--- src/rtl/gray_tracker.sv ---
// gray_tracker: watches a reflected-binary gray code and tracks legal +/-1
// steps, the direction of the last move and a signed net step count. Any
// multi-step jump is flagged, and the tracker relocks on the next sample.
//
// Optional feature macro: GRAY_TRACKER_ERRCNT_EN enables the saturating
// illegal-transition counter on err_cnt. Without it, err_cnt is tied to 0.
//
// Ports:
//   clk      - single clock; all state updates on the rising edge
//   reset    - synchronous, active-high reset
//   g        - gray code under observation (WIDTH bits)
//   g_valid  - marks g as a sample to evaluate this cycle
//   bin      - binary decode of the last accepted sample
//   dir      - direction of the last legal move (1 = up, 0 = down)
//   moved    - one-cycle pulse on each legal +1/-1 step
//   err      - one-cycle pulse on each illegal transition
//   locked   - high while tracking (LOCKED state)
//   pos      - signed net step count since lock (POS_W bits, wraps)
//   err_cnt  - saturating illegal-transition count (0 when feature is off)
module gray_tracker #(
  parameter int unsigned WIDTH = 3,
  parameter int unsigned POS_W = 8
) (
  input  logic             clk,
  input  logic             reset,
  input  logic [WIDTH-1:0] g,
  input  logic             g_valid,
  output logic [WIDTH-1:0] bin,
  output logic             dir,
  output logic             moved,
  output logic             err,
  output logic             locked,
  output logic [POS_W-1:0] pos,
  output logic [7:0]       err_cnt
);

  typedef enum logic [1:0] {
    UNLOCKED = 2'd0,
    LOCKED   = 2'd1,
    FAULT    = 2'd2
  } state_t;

  localparam logic [WIDTH-1:0] STEP_UP = WIDTH'(1);
  localparam logic [WIDTH-1:0] STEP_DN = {WIDTH{1'b1}};

  state_t           state, state_n;
  logic [WIDTH-1:0] dec;
  logic [WIDTH-1:0] delta;
  logic [WIDTH-1:0] bin_n;
  logic             dir_n;
  logic             moved_n;
  logic             err_n;
  logic [POS_W-1:0] pos_n;

  // Gray-to-binary: each binary bit is the XOR of all gray bits at or above it.
  always_comb begin
    dec = '0;
    for (int i = 0; i < WIDTH; i++) begin
      dec[i] = ^(g >> i);
    end
  end

  // bin doubles as the previous-sample register: it only changes when prev does.
  assign delta = dec - bin;

  // Next-state and next-output logic.
  always_comb begin
    state_n = state;
    bin_n   = bin;
    dir_n   = dir;
    pos_n   = pos;
    moved_n = 1'b0;
    err_n   = 1'b0;
    if (g_valid) begin
      unique case (state)
        UNLOCKED: begin
          bin_n   = dec;
          pos_n   = '0;
          state_n = LOCKED;
        end
        LOCKED: begin
          if (delta == STEP_UP) begin
            bin_n   = dec;
            dir_n   = 1'b1;
            pos_n   = pos + POS_W'(1);
            moved_n = 1'b1;
          end else if (delta == STEP_DN) begin
            bin_n   = dec;
            dir_n   = 1'b0;
            pos_n   = pos - POS_W'(1);
            moved_n = 1'b1;
          end else if (delta != '0) begin
            err_n   = 1'b1;
            state_n = FAULT;
          end
        end
        FAULT: begin
          // Relock keeps the accumulated position.
          bin_n   = dec;
          state_n = LOCKED;
        end
        default: state_n = UNLOCKED;
      endcase
    end
  end

  // State and registered outputs.
  always_ff @(posedge clk) begin
    if (reset) begin
      state  <= UNLOCKED;
      bin    <= '0;
      dir    <= 1'b1;
      moved  <= 1'b0;
      err    <= 1'b0;
      locked <= 1'b0;
      pos    <= '0;
    end else begin
      state  <= state_n;
      bin    <= bin_n;
      dir    <= dir_n;
      moved  <= moved_n;
      err    <= err_n;
      locked <= (state_n == LOCKED);
      pos    <= pos_n;
    end
  end

`ifdef GRAY_TRACKER_ERRCNT_EN
  // Saturating count of illegal transitions.
  always_ff @(posedge clk) begin
    if (reset) begin
      err_cnt <= 8'd0;
    end else if (err_n && (err_cnt != 8'hFF)) begin
      err_cnt <= err_cnt + 8'd1;
    end
  end
`else
  assign err_cnt = 8'd0;
`endif

endmodule

--- config.mk ---
export PLATFORM = sky130hd
export DESIGN_NAME = gray_tracker
export DESIGN_NICKNAME = d
export VERILOG_FILES = /design/src/rtl/gray_tracker.sv
export SDC_FILE = /design/constraint.sdc
export NUM_CORES = 1
export LEC_CHECK = 0
export BUFFER_PORTS_ARGS = -buffer_cell sky130_fd_sc_hd__buf_4
export CAP_MARGIN = 20
export CORE_UTILIZATION = 24
export CTS_CLUSTER_SIZE = 30
export DETAILED_ROUTE_END_ITERATION = 7
export PLACE_DENSITY = 0.51
export RECOVER_POWER = 25
export SETUP_SLACK_MARGIN = 0.4
export SKIP_CTS_REPAIR_TIMING = 1
export SYNTH_ARGS = -nofsm -noshare
export SYNTH_HDL_FRONTEND = slang
export SYNTH_SLANG_ARGS = --single-unit
--- constraint.sdc ---
create_clock -name clk -period 4 [get_ports clk]
set_input_delay 0.2 -clock clk [delete_from_list [all_inputs] [get_ports clk]]
set_output_delay 0.2 -clock clk [all_outputs]
set_load 0.01 [all_outputs]
# After elaboration in Yosys (flattened, before gate mapping)
# Index checks and enable logic that the tools add are counted.
dict set report op_classes {
  eq_ne 6
  addsub 3
  n_mux 16
  reduce_logical 14
  n_bitwise 2
}
# operator n
set op_table {}
lappend op_table {{2-to-1 mux 8 bit} 2}
lappend op_table {{one-hot mux 8 bit (2 select lines)} 1}
lappend op_table {{AND reduction 3 bit} 3}
lappend op_table {{XOR reduction 3 bit} 3}
lappend op_table {{adder 8 x 1 -> 8 bit, second input constant} 1}
lappend op_table {{2-to-1 mux 2 bit} 4}
lappend op_table {{subtractor 8 x 1 -> 8 bit, second input constant} 1}
lappend op_table {{2-to-1 mux 3 bit} 2}
lappend op_table {{one-hot mux 3 bit (2 select lines)} 1}
lappend op_table {{nonzero test 2 bit} 3}
lappend op_table {{2-to-1 mux 1 bit} 5}
lappend op_table {{OR reduction 5 bit} 1}
lappend op_table {{== test 2 x 1 -> 1 bit, second input constant} 2}
lappend op_table {{one-hot mux 2 bit (2 select lines)} 1}
lappend op_table {{== test 3 x 1 -> 1 bit, second input constant} 1}
lappend op_table {{== test 3 bit, second input constant} 1}
lappend op_table {{!= test 3 bit, second input constant} 1}
lappend op_table {{nonzero test 3 bit} 1}
lappend op_table {{OR reduction 3 bit} 1}
lappend op_table {{subtractor 3 bit} 1}
lappend op_table {{== test 2 bit, second input constant} 1}
lappend op_table {{logical NOT 2 bit} 1}
lappend op_table {{NOT 1 bit} 2}
lappend op_table {{OR reduction 2 bit} 1}
dict set report word_totals {
  elab_cells 48
  input_bits 6
  register_bits 17
}

# Depth between registers and ports, before layout
# Gate-level depths: netlist (run 1).
dict set report depth {
  ltp_word 9
  depth_mapped 15
  mapped_depth_nobuf 14
}

# Least setup slack after synthesis (run 1)
# No wires, ideal clock.
dict set report synth_path {
  path_kind {input-to-reg}
  from {input g[2]}
  to {register pos[7]}
  setup_ps 127
  arrival_ps 3053
  stages 15
  path_buffers 1
  slack_ps 819
  cell_sequence {xor2_1 > xnor2_1 > ha_1 > inv_1 > fa_1 > xnor3_2 > nand2b_1 > buf_6 > ha_1 > a21o_1 > a21oi_1 > a21boi_0 > nor3_2 > mux2i_1 > o211ai_1}
}
dict set report synth_between {
  elab_chain_len 5
  elab_cells_between_ends 10
}
# item line
set synth_rtl {}
lappend synth_rtl {{start, declared} 26} ;# input logic [WIDTH-1:0] g,
lappend synth_rtl {{XOR reduction 3 bit} 59} ;# dec[i] = ^(g >> i);
lappend synth_rtl {{subtractor 3 bit (*)} 64} ;# assign delta = dec - bin;
lappend synth_rtl {{== test 3 x 1 -> 1 bit or == test 3 bit (tied branches)} {82, 87}}
lappend synth_rtl {{!= test 3 bit (no source line) or 2-to-1 mux 8 bit (tied branches)} --}
lappend synth_rtl {{AND reduction 3 bit (no source line) or one-hot mux 8 bit (2 select lines) (tied branches)} --}
lappend synth_rtl {{end signal, assigned} 124} ;# pos <= pos_n;
lappend synth_rtl {{end, declared} 33} ;# output logic [POS_W-1:0] pos,
# Every way passes the cells marked *; elsewhere a longest branch is shown, timed or not.
# A chain may end at the register's enable or synchronous reset.

# Final worst setup path (run 1)
dict set report layout_path {
  from {input g[2]}
  to {register pos[7]}
}
dict set report layout_between {
  elab_chain_len 5
  elab_cells_between_ends 10
}
# item line
set layout_rtl {}
lappend layout_rtl {{XOR reduction 3 bit (*)} 59}
lappend layout_rtl {{via dec[1]} 47} ;# logic [WIDTH-1:0] dec;
lappend layout_rtl {{subtractor 3 bit (*)} 64}
lappend layout_rtl {{== test 3 x 1 -> 1 bit or == test 3 bit (tied branches)} {82, 87}}
lappend layout_rtl {{!= test 3 bit (no source line) or 2-to-1 mux 8 bit (tied branches)} --}
lappend layout_rtl {{AND reduction 3 bit (no source line) or one-hot mux 8 bit (2 select lines) (tied branches)} --}
# The timed path passes the listed nets; every way through them passes the cells marked *.

==> impl_metrics.env, run 1 <==
export IMPL_final_cell_mix="dfxtp_1 (17), nor2_1 (13), buf_4 (13)"
export IMPL_powerDensity_nw_per_um2=396.7
export IMPL_async_reset_ff_share_pct=0
export IMPL_cts_root_buf="clkbuf_8"
export IMPL_initial_core_util_pct=25.06
export IMPL_diodes=0
export IMPL_synth_edff_count=0
export IMPL_vias_per_cell=4.441
export IMPL_intPower_uw=349.5
export IMPL_fill_cells=521
export IMPL_grt_pass1_wl_um=4091
export IMPL_cts_tree="done"
export IMPL_drive_gt1_share_pct=16.77
export IMPL_synth_compound_area_share_pct=19.66
export IMPL_outcome="finished, final reports clean"
export IMPL_clk_pin_slew_ps=70
export IMPL_grt_pass1_vias=885
export IMPL_avgSynthCellArea_sq_um=8.703
export IMPL_gp_routability_congestion=0.7624
export IMPL_port_buffers=20
export IMPL_cp_arrival_ps=3340
export IMPL_postRouteAntennaNets=0
export IMPL_synthSimpleGateAreaFrac_pct=19.56
export IMPL_cts_sinks=17
export IMPL_dieArea_sq_um=5216
export IMPL_syn_cell_area_sq_um=1184
export IMPL_drt_wirelength_per_cell_um=10.85
export IMPL_drt_first_pass_iters=4
export IMPL_h_tree_depth=1
export IMPL_seq_area_frac_synth_pct=28.75
export IMPL_ir_drop_uv=151.1
export IMPL_areaGrowthSynthToFinish_pct=16.70
export IMPL_synthAdderAreaFrac_pct=9.091
export IMPL_final_area_sq_um=1381
export IMPL_synth_mux_area_share_pct=4.440
export IMPL_setup_viol=0
export IMPL_hold_viol_final=0
export IMPL_fin_crit_ps=3197
export IMPL_grt_start_max_net_pins=20
export IMPL_drt_iter0_drc=42
export IMPL_finalCritPeriodShare_pct=79.93
export IMPL_via_count=986
export IMPL_synth_seq_cells=17
export IMPL_p_clk_share_pct=24.0
export IMPL_end_kind="flop"
export IMPL_highest_layer="met4"
export IMPL_yosysWarnings=0
export IMPL_rsz0062_at_grt="false"
export IMPL_met3_length_um=145
export IMPL_fp_row_count=25
export IMPL_dieHeight_um=72.23
export IMPL_clock_fmax_mhz=312.8
export IMPL_antenna_found_initial=0
export IMPL_clk_path_buf_depth=2
export IMPL_wl_met2_um=1073
export IMPL_p_seq_share_pct=35.5
export IMPL_crit_path_max_fanout=6
export IMPL_nNetsFinal=170
export IMPL_maxCapViolCount=0
export IMPL_cp_required_ps=4140
export IMPL_worst_setup_path_type="primary input to flop"
export IMPL_met1Wirelength_um=1159
export IMPL_post_dp_hpwl_um=1864
export IMPL_synth_cell_types=44
export IMPL_grt_ovfl_total=0
export IMPL_critPathLaunchType="primary input"
export IMPL_ioPinCount=29
export IMPL_synth_cells=136
export IMPL_clock_skew_ps=4.294
export IMPL_fin_ws_ps=802.9
export IMPL_slew_viol_final=0
export IMPL_final_common_cell="dfxtp_1"
export IMPL_p_leak_uw=0.0005456
export IMPL_setup_tns_ps=0
export IMPL_die_w_um=72.23
export IMPL_post_dp_cell_area_sq_um=1365
export IMPL_routed_wl_um=2408
export IMPL_core_area_sq_um=4723
export IMPL_synth_xor_area_share_pct=8.668
export IMPL_grt_util_all_layers_pct=10.24
export IMPL_hold_class="primary input to flop"
export IMPL_sw_frac_of_total_pct=36.23
export IMPL_pre_cts_ws_ps=491.8
export IMPL_cts_buffers=3
export IMPL_clk_latency_ps=260
export IMPL_ys_flop_type="dfxtp_1"
export IMPL_finish_utilization_pct=29.24
export IMPL_p_comb_share_pct=40.4
export IMPL_drcViolationCount=0
export IMPL_synth_top_family_by_area="compound AO/OA/AOI/OAI gates"
export IMPL_net_switching_power_uw=198.6
==> worst max-delay path, cell delays in order <==
cell and delay, ps:
buf_4 140, xor2_1 320, xnor2_1 190, ha_1 180, inv_1 50, fa_1 480
nor2_1 280, nand2b_1 180, ha_1 390, a21o_1 200, a21oi_1 130, a21boi_0 110
nor3_2 190, mux2i_1 210, o211ai_1 100
==> flip-flops by register name (all words and copies together), names as in the netlist <==
name,count
err,1
dir,1
moved,1
state,2
bin,3
locked,1
pos,8
==> metrics by stage <==
| stage | cells | hold slack (ps) | power, uW |
|---|---|---|---|
| 2_1_floorplan | 143 | 302.1 | 380.5 |
| 3_3_place_gp | 218 | 419.5 | 428.5 |
| 3_5_place_dp | 218 | 417.5 | 426.2 |
| 4_1_cts | 222 | 135.5 | 564.3 |
| 5_1_grt | 222 | 142.9 | 593.4 |
| 6_report | 222 | 147.8 | 548.0 |
==> per-layer routing <==
metal / vias up / GRT usage, %
met1: 450 / 13.28
met5: - / 0
met4: 0 / 2.614
met2: 29 / 16.72
met3: 4 / 2.917
li1: 503 / -
==> kinds of logic after synthesis <==
| group | after synthesis |
|---|---|
| AND/OR/NAND/NOR | 45 |
| AO/OA/AOI/OAI | 31 |
| buffers and inverters | 20 |
| flip-flops | 17 |
| XOR/XNOR | 10 |
| adder cells (fa/ha/maj) | 8 |
| multiplexers | 4 |
| other | 1 |
==> path summary, 6_finish.rpt <==
kind	startpoint	end	slack, ps	cells after the start
worst min register to register	dir$_SDFFE_PP1P_	dir$_SDFFE_PP1P_	470	1
worst max register to register	bin[0]$_SDFFE_PP0P_	pos[7]$_SDFFE_PP0P_	1040	12
worst max-delay path	g[2]	pos[7]$_SDFFE_PP0P_	800	15
worst min-delay path	g_valid	state[0]$_SDFF_PP0_	150	2
==> layout make-up <==
type                            instances  area (sq um)  area share, %
Multi-Input combinational cell        106         757.0          54.80
Timing Repair Buffer                   21         127.6          9.239
Clock buffer                            3         41.29          2.989
Clock inverter                          1         5.005         0.3623
Sequential cell                        17         340.3          24.64
Tap cell                               67         83.83          6.069
Inverter                                7         26.28          1.902
==> synth_stat cells (2+ instances only) <==
cell type	n	area [sq um]
xor2_1	2	17.52
o211ai_1	2	15.01
a22oi_1	2	15.01
dfxtp_1	17	340.3
o21ai_0	3	15.01
a21oi_1	7	35.03
nand3b_1	3	22.52
o31ai_1	2	15.01
nor2_1	13	48.80
nand2b_1	2	12.51
buf_4	8	60.06
nand3_1	2	10.01
mux2i_1	3	30.03
nand4_1	2	12.51
clkbuf_1	4	15.01
xnor2_1	7	61.31
ha_1	7	87.58
nor3_2	2	20.02
o21bai_1	2	15.01
inv_1	7	26.28
nor4_1	2	12.51
a31oi_1	3	18.77
nor2b_1	3	18.77
nand2_1	11	41.29
==> power groups by stage <==
stage | combinational (uW) | sequential, uW | clock (uW)
finish | 222 | 195 | 132
global placement | 229 | 199 | 0
global route | 248 | 197 | 148
floorplan | 181 | 200 | 0
detailed placement | 227 | 199 | 0
CTS | 229 | 195 | 140
Note: power is estimated with default switching activity, not from simulation.
==> run 2, diff against run 1 <==
ABC_AREA = 1   (was unset)
clock period = 3.1 ns   (was 4 ns; I/O delays follow)
==> run 2 against run 1 <==
  * Die area decreased by 4.3%
  * Wire length increased by 4.7%
  * Total power increased by 38%
  * First-iteration DRC count decreased by 29%
  * Count of clock-buffer cells in the layout increased by 1
  * Sequential power increased by 30%
  * Clock skew increased by 3.5 ps
  * Critical path depth increased by 4
  * Register-to-register slack got worse by 510 ps
  * Cell area increased by 6.2%
  * Worst setup slack got worse by 300 ps
  * Non-clock buffer count increased by 4
  * Highest routed layer unchanged
==> impl_metrics.env, run 2 <==
export IMPL_outcome="finished, final reports clean"
export IMPL_post_place_cells=235
export IMPL_drcViolationCount=0
export IMPL_diodes=0
export IMPL_clk_latency_ps=250
export IMPL_areaGrowthSynthToFinish_pct=29.65
export IMPL_dieArea_sq_um=4991
export IMPL_final_cell_mix="nand2_1 (31), inv_1 (24), dfxtp_1 (17)"
export IMPL_p_leak_uw=0.0006816
export IMPL_synth_area_leader_cell="dfxtp_1"
export IMPL_slowest_stage="fa_2"
export IMPL_grt_start_max_net_pins=16
export IMPL_reg_top3="pos (8), bin (3), state (2)"
export IMPL_synth_cells=163
export IMPL_clk_path_buf_depth=2
export IMPL_drt_first_pass_iters=4
export IMPL_drt_iter0_drc=30
export IMPL_hold_viol_final=0
export IMPL_port_buffers=20
export IMPL_dieHeight_um=70.65
export IMPL_cts_sinks=17
export IMPL_crit_path_max_fanout=6
export IMPL_largest_reg_flops=8
export IMPL_synth_most_common_cell="nand2_1"
export IMPL_fin_crit_ps=2593
export IMPL_vias_per_cell=4.401
export IMPL_cts_root_buf="clkbuf_8"
export IMPL_ir_drop_uv=176.7
export IMPL_die_w_um=70.65
export IMPL_avgSynthCellArea_sq_um=6.939
export IMPL_gp_routability_congestion=0.7733
export IMPL_grt_ovfl_total=0
export IMPL_synth_seq_cells=17
export IMPL_cp_arrival_ps=2730
export IMPL_slew_viol_final=0
export IMPL_hold_class="primary input to flop"
export IMPL_grt_pass1_wl_um=4174
export IMPL_ioPinCount=29
export IMPL_final_common_cell="nand2_1"
export IMPL_cp_required_ps=3240
export IMPL_end_kind="flop"
export IMPL_post_dp_hpwl_um=1908
export IMPL_nNetsFinal=205
export IMPL_fp_row_count=24
export IMPL_synth_common_cells="nand2_1 (31), inv_1 (25), dfxtp_1 (17)"
export IMPL_synth_cell_types=27
export IMPL_via_count=1065
export IMPL_powerDensity_nw_per_um2=516.4
export IMPL_synthTopCellsByArea="dfxtp_1 (30%), nand2_1 (10%), inv_1 (8.3%)"
export IMPL_finalNonFillerCells=242
export IMPL_setup_viol=0
export IMPL_holdWs_ps=189.2
export IMPL_grt_util_all_layers_pct=10.45
export IMPL_cts_buffers=3
export IMPL_initial_core_util_pct=25.45
export IMPL_path_cells="buf_4, xor2_4, xnor2_2, ha_2, inv_1, fa_2, inv_2, nand2_1, nand3_1, nand3_4, buf_4, ha_1, inv_1, nor3_1, nand2_1, nand2_1, nand2_1, nand3_1, a21oi_1"
export IMPL_maxCapViolCount=0
export IMPL_crit_top_cell="nand2_1"
export IMPL_ys_flop_type="dfxtp_1"
export IMPL_clock_fmax_mhz=385.6
export IMPL_routed_wl_um=2520
export IMPL_rsz0062_at_grt="true"
export IMPL_grt_pass1_vias=957
export IMPL_regMostFlops="pos"
export IMPL_yosysWarnings=0
export IMPL_clk_pin_slew_ps=60
export IMPL_power_uw=757.2
export IMPL_critPathLaunchType="primary input"
export IMPL_core_area_sq_um=4444
export IMPL_synth_top_cell_area_share_pct=30.09
export IMPL_async_reset_ff_share_pct=0
export IMPL_postRouteAntennaNets=0
export IMPL_h_tree_depth=1
export IMPL_finalCritPeriodShare_pct=83.65
export IMPL_worst_setup_path_type="primary input to flop"
export IMPL_antenna_found_initial=0
export IMPL_setup_tns_ps=0
export IMPL_syn_cell_area_sq_um=1131
export IMPL_seq_area_frac_synth_pct=30.09
export IMPL_post_dp_cell_area_sq_um=1334
export IMPL_final_area_sq_um=1466
export IMPL_cts_tree="done"
export IMPL_synth_edff_count=0
export IMPL_slowest_delay_ps=360
export IMPL_clock_skew_ps=7.764
export IMPL_drive_gt1_share_pct=22.63
export IMPL_drt_wirelength_per_cell_um=10.41
[run 2: cell types whose count changed in the layout (fill, tap and decap cells not counted), moves of 4 or more]
| cell | change |
|---|---|
| nand2_2 | +6 |
| nand2_1 | +20 |
| nor2_1 | -4 |
| ha_4 | +4 |
| xnor2_1 | -6 |
| nand3_1 | +10 |
| o21ai_0 | +5 |
| a21oi_1 | +7 |
| ha_1 | -5 |
| inv_1 | +17 |
[run 2: through the flow]
step	utilization, %	worst slack [ps]
after floorplan	-	404.2
after global placement	30.01	46.05
after detailed placement	30.01	38.15
after CTS	31.02	296.0
after global routing	33.00	355.9
final	33.00	506.8
[run 2: logic make-up after synthesis]
group	after synthesis	synth area share, %
other	1	0.3315
AND/OR/NAND/NOR	67	27.99
flip-flops	17	30.09
AO/OA/AOI/OAI	31	15.16
buffers and inverters	36	14.60
adder cells (fa/ha/maj)	8	9.513
XOR/XNOR	3	2.323
[run 2: report_power, final]
part	internal, uW	total [uW]	switching (uW)
clock network	91.2	168	76.8
logic	141	336	194
registers	237	254	16.6
total	469	757	288
[run 2: layout make-up]
type,count,area (sq um)
multi-input combinational,117,753.2
clock buffer,4,45.04
tap,52,65.06
fill,473,2978
sequential,17,340.3
inverter,27,101.3
timing repair buffer,25,161.4
[run 2: worst max-delay path: cells and delay by family]
kind                       cells  cell delay (ps)
AOI/OAI and AO/OA              1               60
buffers and inverters          5              490
adders and majority gates      3              840
and+or+nand+nor                8              830
xor gates and xnor gates       2              350
[run 2: per-layer routing]
metal	vias to the layer above	wire length [um]	GRT usage, %
li1	564	-	-
met1	468	1181	13.64
met2	29	1199	17.04
met3	4	89	1.282
met4	0	49	5.333
met5	-	0	0
[run 2: path summary, 6_finish.rpt]
| path | startpoint | to | slack (ps) | cells past startpoint |
|---|---|---|---|---|
| worst max register to register | bin[0]$_SDFFE_PP0P_ | pos[7]$_SDFFE_PP0P_ | 530 | 16 |
| worst min-delay path | reset | pos[5]$_SDFFE_PP0P_ | 190 | 2 |
| worst min register to register | dir$_SDFFE_PP1P_ | dir$_SDFFE_PP1P_ | 480 | 2 |
| worst max-delay path | g[1] | pos[7]$_SDFFE_PP0P_ | 510 | 19 |
==> run 3, diff against run 2 <==
clock period = 2.4 ns   (was 3.1 ns; I/O delays follow)
==> run 3 against run 2 <==
  * The flow now finishes with violations (DRC, setup timing)
  * Critical path depth shrank 3
  * Critical path type unchanged
  * Register-to-register slack worse by 600 ps
  * Total power is 67% higher
==> impl_metrics.env, run 3 (synthesis results as in run 2) <==
export IMPL_crit_path_max_fanout=5
export IMPL_grt_ovfl_total=0
export IMPL_areaGrowthSynthToFinish_pct=71.35
export IMPL_cts_sinks=17
export IMPL_fp_row_count=24
export IMPL_powerDensity_nw_per_um2=653.3
export IMPL_pre_cts_ws_ps=-327.1
export IMPL_cp_required_ps=2600
export IMPL_end_kind="flop"
export IMPL_p_clk_share_pct=17.6
export IMPL_h_tree_depth=1
export IMPL_regMostFlops="pos"
export IMPL_p_leak_uw=0.0008848
export IMPL_use_met3_pct=2.849
export IMPL_clock_skew_ps=3.496
export IMPL_cp_arrival_ps=2700
export IMPL_crit_top_cell="nand2_1"
export IMPL_ioPinCount=29
export IMPL_final_cell_mix="buf_4 (37), nand2_1 (23), inv_1 (19)"
export IMPL_vias_per_cell=4.447
export IMPL_routed_wl_um=3012
export IMPL_gp_routability_congestion=0.7994
export IMPL_port_buffers=20
export IMPL_path_cells="buf_8, xor2_4, xnor2_2, ha_2, inv_2, fa_2, nor2_4, nand3_4, ha_4, a21oi_4, nor2_2, a211oi_2, nand2_1, nand2_1, nand3_2, a21oi_2"
export IMPL_violations="DRC, setup timing"
export IMPL_finalCritPeriodShare_pct=104.3
export IMPL_intPower_uw=782.2
export IMPL_finish_utilization_pct=43.61
export IMPL_clk_path_buf_depth=2
export IMPL_drt_first_pass_iters=6
export IMPL_antenna_found_initial=0
export IMPL_clk_latency_ps=250
export IMPL_grt_use_met2_pct=20.06
export IMPL_clock_fmax_mhz=399.5
export IMPL_slowest_delay_ps=470
export IMPL_maxCapViolCount=0
export IMPL_drt_iter0_drc=45
export IMPL_setup_viol=5
export IMPL_worst_setup_path_type="primary input to flop"
export IMPL_reg_top3="pos (8), bin (3), state (2)"
export IMPL_largest_reg_flops=8
export IMPL_sw_frac_of_total_pct=38.22
export IMPL_cts_tree="done"
export IMPL_post_place_cells=255
export IMPL_grt_start_max_net_pins=16
export IMPL_diodes=0
export IMPL_via_count=1223
export IMPL_rsz0062_at_grt="true"
export IMPL_outcome="finished with violations"
export IMPL_p_seq_share_pct=26.1
export IMPL_drcViolationCount=5
export IMPL_initial_core_util_pct=25.45
export IMPL_fin_ws_ps=-103.3
export IMPL_critPathBufInv=2
export IMPL_use_met1_pct=14.41
export IMPL_crit_family="adder cells"
export IMPL_critPathLaunchType="primary input"
export IMPL_fill_cells=463
export IMPL_grt_pass1_wl_um=4678
export IMPL_drive_gt1_share_pct=49.78
export IMPL_reg2reg_slack_ps=-70
export IMPL_grt_pass1_vias=1076
export IMPL_dieArea_sq_um=4991
export IMPL_die_w_um=70.65
export IMPL_clk_pin_slew_ps=70
export IMPL_hold_class="primary input to flop"
export IMPL_slew_viol_final=0
export IMPL_cts_root_buf="clkbuf_8"
export IMPL_finalNonFillerCells=275
export IMPL_core_area_sq_um=4444
export IMPL_final_common_cell="buf_4"
export IMPL_p_comb_share_pct=56.4
export IMPL_nNetsFinal=238
export IMPL_net_switching_power_uw=484.0
export IMPL_ir_drop_uv=294.7
export IMPL_hold_viol_final=0
export IMPL_dieHeight_um=70.65
export IMPL_fin_crit_ps=2503
export IMPL_cts_buffers=3
export IMPL_slowest_stage="fa_2"
export IMPL_grt_util_all_layers_pct=11.71
export IMPL_post_dp_hpwl_um=2034
export IMPL_drt_wirelength_per_cell_um=10.95
export IMPL_postRouteAntennaNets=0
export IMPL_top_usage_layer="met2"
[run 3: worst paths after layout]
kind / startpoint / end / cells after the start
worst max-delay path: g[1] / pos[6]$_SDFFE_PP0P_ / 16
worst min-delay path: reset / pos[6]$_SDFFE_PP0P_ / 2
worst max register to register: bin[0]$_SDFFE_PP0P_ / pos[6]$_SDFFE_PP0P_ / 13
worst min register to register: dir$_SDFFE_PP1P_ / dir$_SDFFE_PP1P_ / 2
[run 3: through the flow]
| step | total power (uW) | instance area [sq um] | hold slack [ps] | TNS (ps) |
|---|---|---|---|---|
| finish | 1266 | 1938 | 149.1 | -248.0 |
| global route | 1366 | 1938 | 145.9 | -1077 |
| CTS | 1071 | 1627 | 138.4 | -110.4 |
| detailed placement | 840.8 | 1582 | 423.2 | -2059 |
| global placement | 842.7 | 1582 | 420.4 | -1740 |
| floorplan | 658.3 | 1265 | 182.4 | -138.6 |
[run 3: layout make-up]
type	count	area [sq um]	area share, %
Clock buffer	4	45.04	2.324
Inverter	27	101.3	5.229
Timing Repair Buffer	57	461.7	23.82
Multi-Input combinational cell	118	923.4	47.64
Tap cell	52	65.06	3.357
Sequential cell	17	341.6	17.62
[run 3: power groups by stage]
stage                     clock network, uW  logic, uW  registers [uW]
after floorplan                           0        318             340
after global placement                    0        507             335
final                                   222        714             330
after CTS                               235        507             329
after global routing                    246        786             334
after detailed placement                  0        506             335
[run 3: worst reg2reg max path: stages, from the launching register on]
cell      delay, ps
dfxtp_2         330
ha_2            160
inv_2            40
fa_2            470
nor2_4          170
nand3_4         170
ha_4            300
a21oi_4         140
nor2_2           60
a211oi_2        240
nand2_1          80
nand2_1          80
nand3_2          60
a21oi_2         120
[run 3: metal layers]
layer  share of wire, %  vias to the layer above
li1                   -                      635
met1                 46                      565
met2                 50                       19
met3                3.3                        4
met4                1.0                        0
met5                  0                        -
